[config.mk]
export PLATFORM = sky130hd
export DESIGN_NAME = raw10_unpack_flat
export DESIGN_NICKNAME = d
export VERILOG_FILES = /design/src/rtl/raw10_unpack_if.sv /design/src/rtl/raw10_unpack.sv /design/src/flat_wrapper.sv
export SDC_FILE = /design/constraint.sdc
export NUM_CORES = 1
export LEC_CHECK = 0
export CAP_MARGIN = 10
export CELL_PAD_IN_SITES_DETAIL_PLACEMENT = 0
export CELL_PAD_IN_SITES_GLOBAL_PLACEMENT = 1
export CORE_UTILIZATION = 45
export DETAILED_ROUTE_END_ITERATION = 12
export PLACE_DENSITY = 0.92
export SLEW_MARGIN = 20
export SYNTH_ARGS = -nofsm -noshare
export SYNTH_HDL_FRONTEND = slang
export SYNTH_SLANG_ARGS = --single-unit
[constraint.sdc]
create_clock -name clk -period 3.5 [get_ports clk]
set_input_delay 0.7 -clock clk [delete_from_list [all_inputs] [get_ports clk]]
set_output_delay 0.7 -clock clk [all_outputs]
set_load 0.1 [all_outputs]
[src/rtl/raw10_unpack_if.sv]
// RAW10 byte-stream input and pixel-group output bundle.
// master drives the byte beats; slave is the unpacker.
interface raw10_unpack_if #(
  parameter int NUM_LANE = 4
) ();
  logic [8*NUM_LANE-1:0] in_data;
  logic                  in_valid;
  logic                  in_line_end;
  logic [39:0]           out_pix;
  logic                  out_valid;
  logic                  out_line_end;
  logic                  err_partial;

  modport master (
    output in_data,
    output in_valid,
    output in_line_end,
    input  out_pix,
    input  out_valid,
    input  out_line_end,
    input  err_partial
  );

  modport slave (
    input  in_data,
    input  in_valid,
    input  in_line_end,
    output out_pix,
    output out_valid,
    output out_line_end,
    output err_partial
  );
endinterface

[src/rtl/raw10_unpack.sv]
// CSI-2 RAW10 unpacker: 5 payload bytes -> 4 ten-bit pixels.
// Rate-adapts NUM_LANE bytes/cycle, at most one group per cycle.
module raw10_unpack #(
  parameter int NUM_LANE = 4
) (
  input  logic           clk,
  input  logic           rst,
  raw10_unpack_if.slave  bus
);
  localparam int         PIX_W = 10;
  localparam logic [3:0] NL    = 4'(NUM_LANE);

  logic [7:0]         byte_q [9];
  logic [3:0]         cnt_q;
  logic [7:0]         mrg [9];
  logic [3:0]         tot;
  logic [3:0]         rem;
  logic               take;
  logic [4*PIX_W-1:0] grp;

  logic [4*PIX_W-1:0] pix_q;
  logic               vld_q;
  logic               le_q;
  logic               err_q;

  // new lanes land right after the buffered bytes
  always_comb begin
    for (int j = 0; j < 9; j++) begin
      mrg[j] = byte_q[j];
      for (int k = 0; k < NUM_LANE; k++) begin
        if (4'(j) == cnt_q + 4'(k)) begin
          mrg[j] = bus.in_data[8*k +: 8];
        end
      end
    end
    tot  = cnt_q + NL;
    take = (tot >= 4'd5);
    rem  = take ? tot - 4'd5 : tot;
    for (int n = 0; n < 4; n++) begin
      grp[PIX_W*n +: PIX_W] = {mrg[n], mrg[4][2*n +: 2]};
    end
  end

  always_ff @(posedge clk) begin
    if (rst) begin
      cnt_q <= '0;
      pix_q <= '0;
      vld_q <= 1'b0;
      le_q  <= 1'b0;
      err_q <= 1'b0;
      for (int j = 0; j < 9; j++) begin
        byte_q[j] <= '0;
      end
    end else begin
      vld_q <= bus.in_valid & take;
      le_q  <= bus.in_valid & bus.in_line_end;
      err_q <= bus.in_valid & bus.in_line_end
               & (rem != 4'd0);
      if (bus.in_valid) begin
        if (take) begin
          pix_q <= grp;
        end
        for (int j = 0; j < 4; j++) begin
          byte_q[j] <= take ? mrg[j+5] : mrg[j];
        end
        for (int j = 4; j < 9; j++) begin
          byte_q[j] <= take ? 8'd0 : mrg[j];
        end
        // line end drops any residue after extraction
        cnt_q <= bus.in_line_end ? 4'd0 : rem;
      end
    end
  end

  assign bus.out_pix      = pix_q;
  assign bus.out_valid    = vld_q;
  assign bus.out_line_end = le_q;
  assign bus.err_partial  = err_q;
endmodule

[src/flat_wrapper.sv]
// flat-port wrapper written by rule: the top's interface ports become plain ports
module raw10_unpack_flat 
#(
  parameter int NUM_LANE = 4
)
  (clk, rst, bus_in_data, bus_in_valid, bus_in_line_end, bus_out_pix, bus_out_valid, bus_out_line_end, bus_err_partial);
  raw10_unpack_if #(.NUM_LANE(NUM_LANE)) bus_i ();
  input  logic clk;
  input  logic rst;
  input wire logic [$bits(bus_i.in_data)-1:0] bus_in_data;
  input wire logic [$bits(bus_i.in_valid)-1:0] bus_in_valid;
  input wire logic [$bits(bus_i.in_line_end)-1:0] bus_in_line_end;
  output wire logic [$bits(bus_i.out_pix)-1:0] bus_out_pix;
  output wire logic [$bits(bus_i.out_valid)-1:0] bus_out_valid;
  output wire logic [$bits(bus_i.out_line_end)-1:0] bus_out_line_end;
  output wire logic [$bits(bus_i.err_partial)-1:0] bus_err_partial;
  assign bus_i.in_data = bus_in_data;
  assign bus_i.in_valid = bus_in_valid;
  assign bus_i.in_line_end = bus_in_line_end;
  assign bus_out_pix = bus_i.out_pix;
  assign bus_out_valid = bus_i.out_valid;
  assign bus_out_line_end = bus_i.out_line_end;
  assign bus_err_partial = bus_i.err_partial;
  raw10_unpack #(.NUM_LANE(NUM_LANE)) u_core (.clk(clk), .rst(rst), .bus(bus_i));
endmodule
==> flow_metrics.env <==
export IMPL_postSynthAreaPerCell_um2=9.292
export IMPL_rows=48
export IMPL_critical_path_cell_chain="inv_1, ha_1, a21oi_1, xnor2_1, nand3_1, o22ai_1, o32ai_1"
export IMPL_antenna_found_initial=1
export IMPL_antenna_violating_nets_post_route=0
export IMPL_hold_path_depth=2
export IMPL_crit_family="XOR/XNOR gates"
export IMPL_crit_path_max_incr_delay_ns=0.89
export IMPL_cp_max_fo=13
export IMPL_dp_worst_setup_slack_ns=0.3199
export IMPL_rr_worst_depth=7
export IMPL_timing_critical_path_buf_inv=1
export IMPL_fmax_mhz=304.1
export IMPL_area_growth_synth_to_final_pct=19.29
export IMPL_grt_first_pass_wirelength_um=43510
export IMPL_multiInputGateArea_um2=4553
export IMPL_ctsHoldBuffers=0
export IMPL_core_footprint_um2=17360
export IMPL_die_height_um=135.6
export IMPL_finalSetupTns_ns=0
export IMPL_slew_headroom=0.2706
export IMPL_drt_iter0_drc=1127
export IMPL_synth_net_count=916
export IMPL_max_clock_path_buffers=2
export IMPL_finalSetupViolations=0
export IMPL_cellLeakagePower_uw=0.003653
export IMPL_finalHoldWorstSlack_ns=0.4514
export IMPL_cts_buffers_inserted=17
export IMPL_final_min_clock_period_ns=3.289
export IMPL_tritoncts_num_sinks=119
export IMPL_synth_lib_cells_used_distinct=45
export IMPL_postCtsSetupBuffers=0
export IMPL_seq_area_um2=3103
export IMPL_synthFlopType="sky130_fd_sc_hd__edfxtp_1"
export IMPL_setup_worst_path_end_class="flop"
export IMPL_slowest_library_cell_on_the_worst_path="sky130_fd_sc_hd__xnor2_1"
export IMPL_port_buffers=78
export IMPL_post_route_period_util=0.9396
export IMPL_dr_wl_cell_um=25.29
export IMPL_htree_levels=4
export IMPL_clk_root_buffer_cell="sky130_fd_sc_hd__clkbuf_16"
export IMPL_synth_edff_count=72
export IMPL_irDropWorstVdd_v=0.0003631
export IMPL_synth_area_um2=8038
export IMPL_floorplan_die_area_um2=18400
export IMPL_arrival_time_at_the_worst_endpoint_ns=3.43
export IMPL_synth_yosys_seq_area_share=0.3861
export IMPL_initial_utilization=0.4631
export IMPL_cts_clk_slew_worst_paths_ns=0.06
export IMPL_syn_inst=865
export IMPL_routed_wl_um=28370
export IMPL_cts_tree="yes"
export IMPL_critical_path_reg2reg_endpoint="u_core.byte_q[0][6]$_SDFFCE_PN0P_"
export IMPL_status="completed"
export IMPL_worst_slew_pin_slew_ns=1.089
export IMPL_drt_pre_antenna_iters=5
export IMPL_grt_setup_unrepaired="no"
export IMPL_cts_resized_gates=0
export IMPL_track_usage=0.3197
export IMPL_min_path_type="reg2reg"
export IMPL_detail_route_vias_per_cell=6.902
export IMPL_place_gp_congestion=0.9645
export IMPL_ys_ff_latch=119
export IMPL_finalHoldViolCount=0
export IMPL_min_to="u_core.bus.out_pix[0]$_SDFFE_PP0P_"
export IMPL_io_pins=79
export IMPL_yosys_warnings=0
export IMPL_clock_insertion_delay_worst_skew_ns=0.43
export IMPL_number_of_global_route_vias_before_repair=7425
export IMPL_globalRoute_totalOverflow=0
export IMPL_nNetsFinal=935
export IMPL_antenna_diode_count=0
export IMPL_start_kind="flop"
export IMPL_clock_skew_final_ns=0.005319
export IMPL_drc=0
export IMPL_power_density_nw_per_um2=509.5
export IMPL_postLayoutSetupSlackWorst_ns=0.2112
export IMPL_cap_violations=0
export IMPL_hpwlAfterDp_um=17830
export IMPL_crit_type="reg2reg"
export IMPL_drv_slew=0
export IMPL_async_reset_ff_frac=0
export IMPL_beginning_of_the_worst_register_to_register_path="u_core.cnt_q[1]$_SDFFE_PP0P_"
export IMPL_r2r_setup_slack_ns=0.21
export IMPL_grt_start_max_net_pins=74
export IMPL_fillCellCount=1566
export IMPL_crit_required_ns=3.64
export IMPL_crit_path_start="u_core.cnt_q[1]$_SDFFE_PP0P_"
export IMPL_layout_drive_gt1_share=0.08473
export IMPL_source_of_the_worst_hold_timing_path="u_core.bus.out_pix[0]$_SDFFE_PP0P_"
export IMPL_routed_via_count=7744
export IMPL_fp_dieW_um=135.6
[sequential cells by signal, indices dropped and copies added (netlist names)]
name                     flops
u_core.byte_q               72
u_core.bus.out_valid         1
u_core.bus.out_pix          40
u_core.bus.err_partial       1
u_core.cnt_q                 4
u_core.bus.out_line_end      1
[cell families (layout without fill, tap and decap cells)]
family | Yosys count | in the layout | share of synthesized area
multiplexers | 81 | 81 | 0.1021
adder cells (fa/ha/maj) | 15 | 15 | 0.02335
flip-flops | 119 | 119 | 0.3861
XOR/XNOR | 9 | 9 | 0.01401
AND/OR/NAND/NOR | 280 | 280 | 0.1776
buffers and inverters | 103 | 135 | 0.05277
AO/OA/AOI/OAI | 258 | 258 | 0.2441
[layout make-up]
cell class,count,area share
Sequential cell,119,0.3236
Multi-Input combinational cell,643,0.4749
Tap cell,225,0.02936
Clock buffer,22,0.04959
Timing Repair Buffer,98,0.1007
Clock inverter,10,0.01984
Inverter,5,0.001957
[worst register-to-register path: stages (launching register included)]
cell,delay (ns)
sky130_fd_sc_hd__dfxtp_1,0.40
sky130_fd_sc_hd__inv_1,0.24
sky130_fd_sc_hd__ha_1,0.19
sky130_fd_sc_hd__a21oi_1,0.12
sky130_fd_sc_hd__xnor2_1,0.89
sky130_fd_sc_hd__nand3_1,0.57
sky130_fd_sc_hd__o22ai_1,0.44
sky130_fd_sc_hd__o32ai_1,0.16
[report_power, final]
group | internal (uW) | total (uW) | switching [uW]
combinational | 372 | 1210 | 837
clock | 1330 | 2010 | 678
sequential | 1620 | 1670 | 48.5
[cells in the mapped netlist, drive strengths merged (3+ instances only)]
cell	count	share of area
a211oi	88	0.082
mux2i	73	0.091
nor2	73	0.034
edfxtp	72	0.27
nand2	67	0.031
clkbuf	64	0.030
nor4	56	0.044
dfxtp	47	0.12
buf	34	0.021
o31ai	33	0.031
o22ai	32	0.025
o2bb2ai	32	0.035
o32ai	32	0.035
nand2b	26	0.020
nor3	16	0.010
ha	15	0.023
nand3	11	0.0068
o21ai	10	0.0062
a21oi	9	0.0056
a221oi	8	0.0087
and3	8	0.0062
mux2	8	0.011
o211a	8	0.010
nand4	7	0.0078
nor3b	6	0.0087
xnor2	6	0.0075
inv	5	0.0023
nand3b	3	0.0028
or3	3	0.0023
xor2	3	0.0065
[placed cells by master, fill, tap and decap left out, drive strengths merged, types with 9 or more instances in the layout]
| master | instances |
|---|---|
| o32ai | 32 |
| edfxtp | 72 |
| dfxtp | 47 |
| nor2 | 73 |
| a211oi | 88 |
| o2bb2ai | 32 |
| mux2i | 73 |
| clkdlybuf4s50 | 77 |
| o22ai | 32 |
| buf | 21 |
| o21ai | 10 |
| o31ai | 33 |
| nor4 | 56 |
| nor3 | 16 |
| nand2 | 67 |
| a21oi | 9 |
| nand3 | 11 |
| nand2b | 26 |
| clkbuf | 22 |
| ha | 15 |
[worst max-delay path by stage]
stage | slack [ns] | endpoint | cells after the start
after floorplan | 0.89 | u_core.byte_q[0][5]$_SDFFCE_PN0P_ | 10
after global placement | 0.39 | u_core.byte_q[0][6]$_SDFFCE_PN0P_ | 7
after detailed placement | 0.32 | u_core.byte_q[1][5]$_SDFFCE_PN0P_ | 6
after CTS | 0.30 | u_core.byte_q[1][5]$_SDFFCE_PN0P_ | 6
after global routing | 0.006 | u_core.byte_q[2][5]$_SDFFCE_PN0P_ | 6
final | 0.21 | u_core.byte_q[0][6]$_SDFFCE_PN0P_ | 7
[per-stage QoR]
stage	util	power (uW)	instance area, um2	std cells
after floorplan	-	2542	8038	865
after global placement	0.5134	2858	8911	1090
after detailed placement	0.5134	2871	8911	1090
after CTS	0.5518	4862	9577	1122
after global routing	0.5524	5019	9588	1122
final	0.5524	4885	9588	1122
[layer usage]
layer / up-vias / GRT usage / wire [um]
met5: - / 0 / 11
met4: 2 / 0.1823 / 1392
met3: 84 / 0.07033 / 3409
met2: 521 / 0.4569 / 12050
met1: 3679 / 0.4418 / 11510
li1: 3458 / - / -
(Power assumes the default switching activity.)
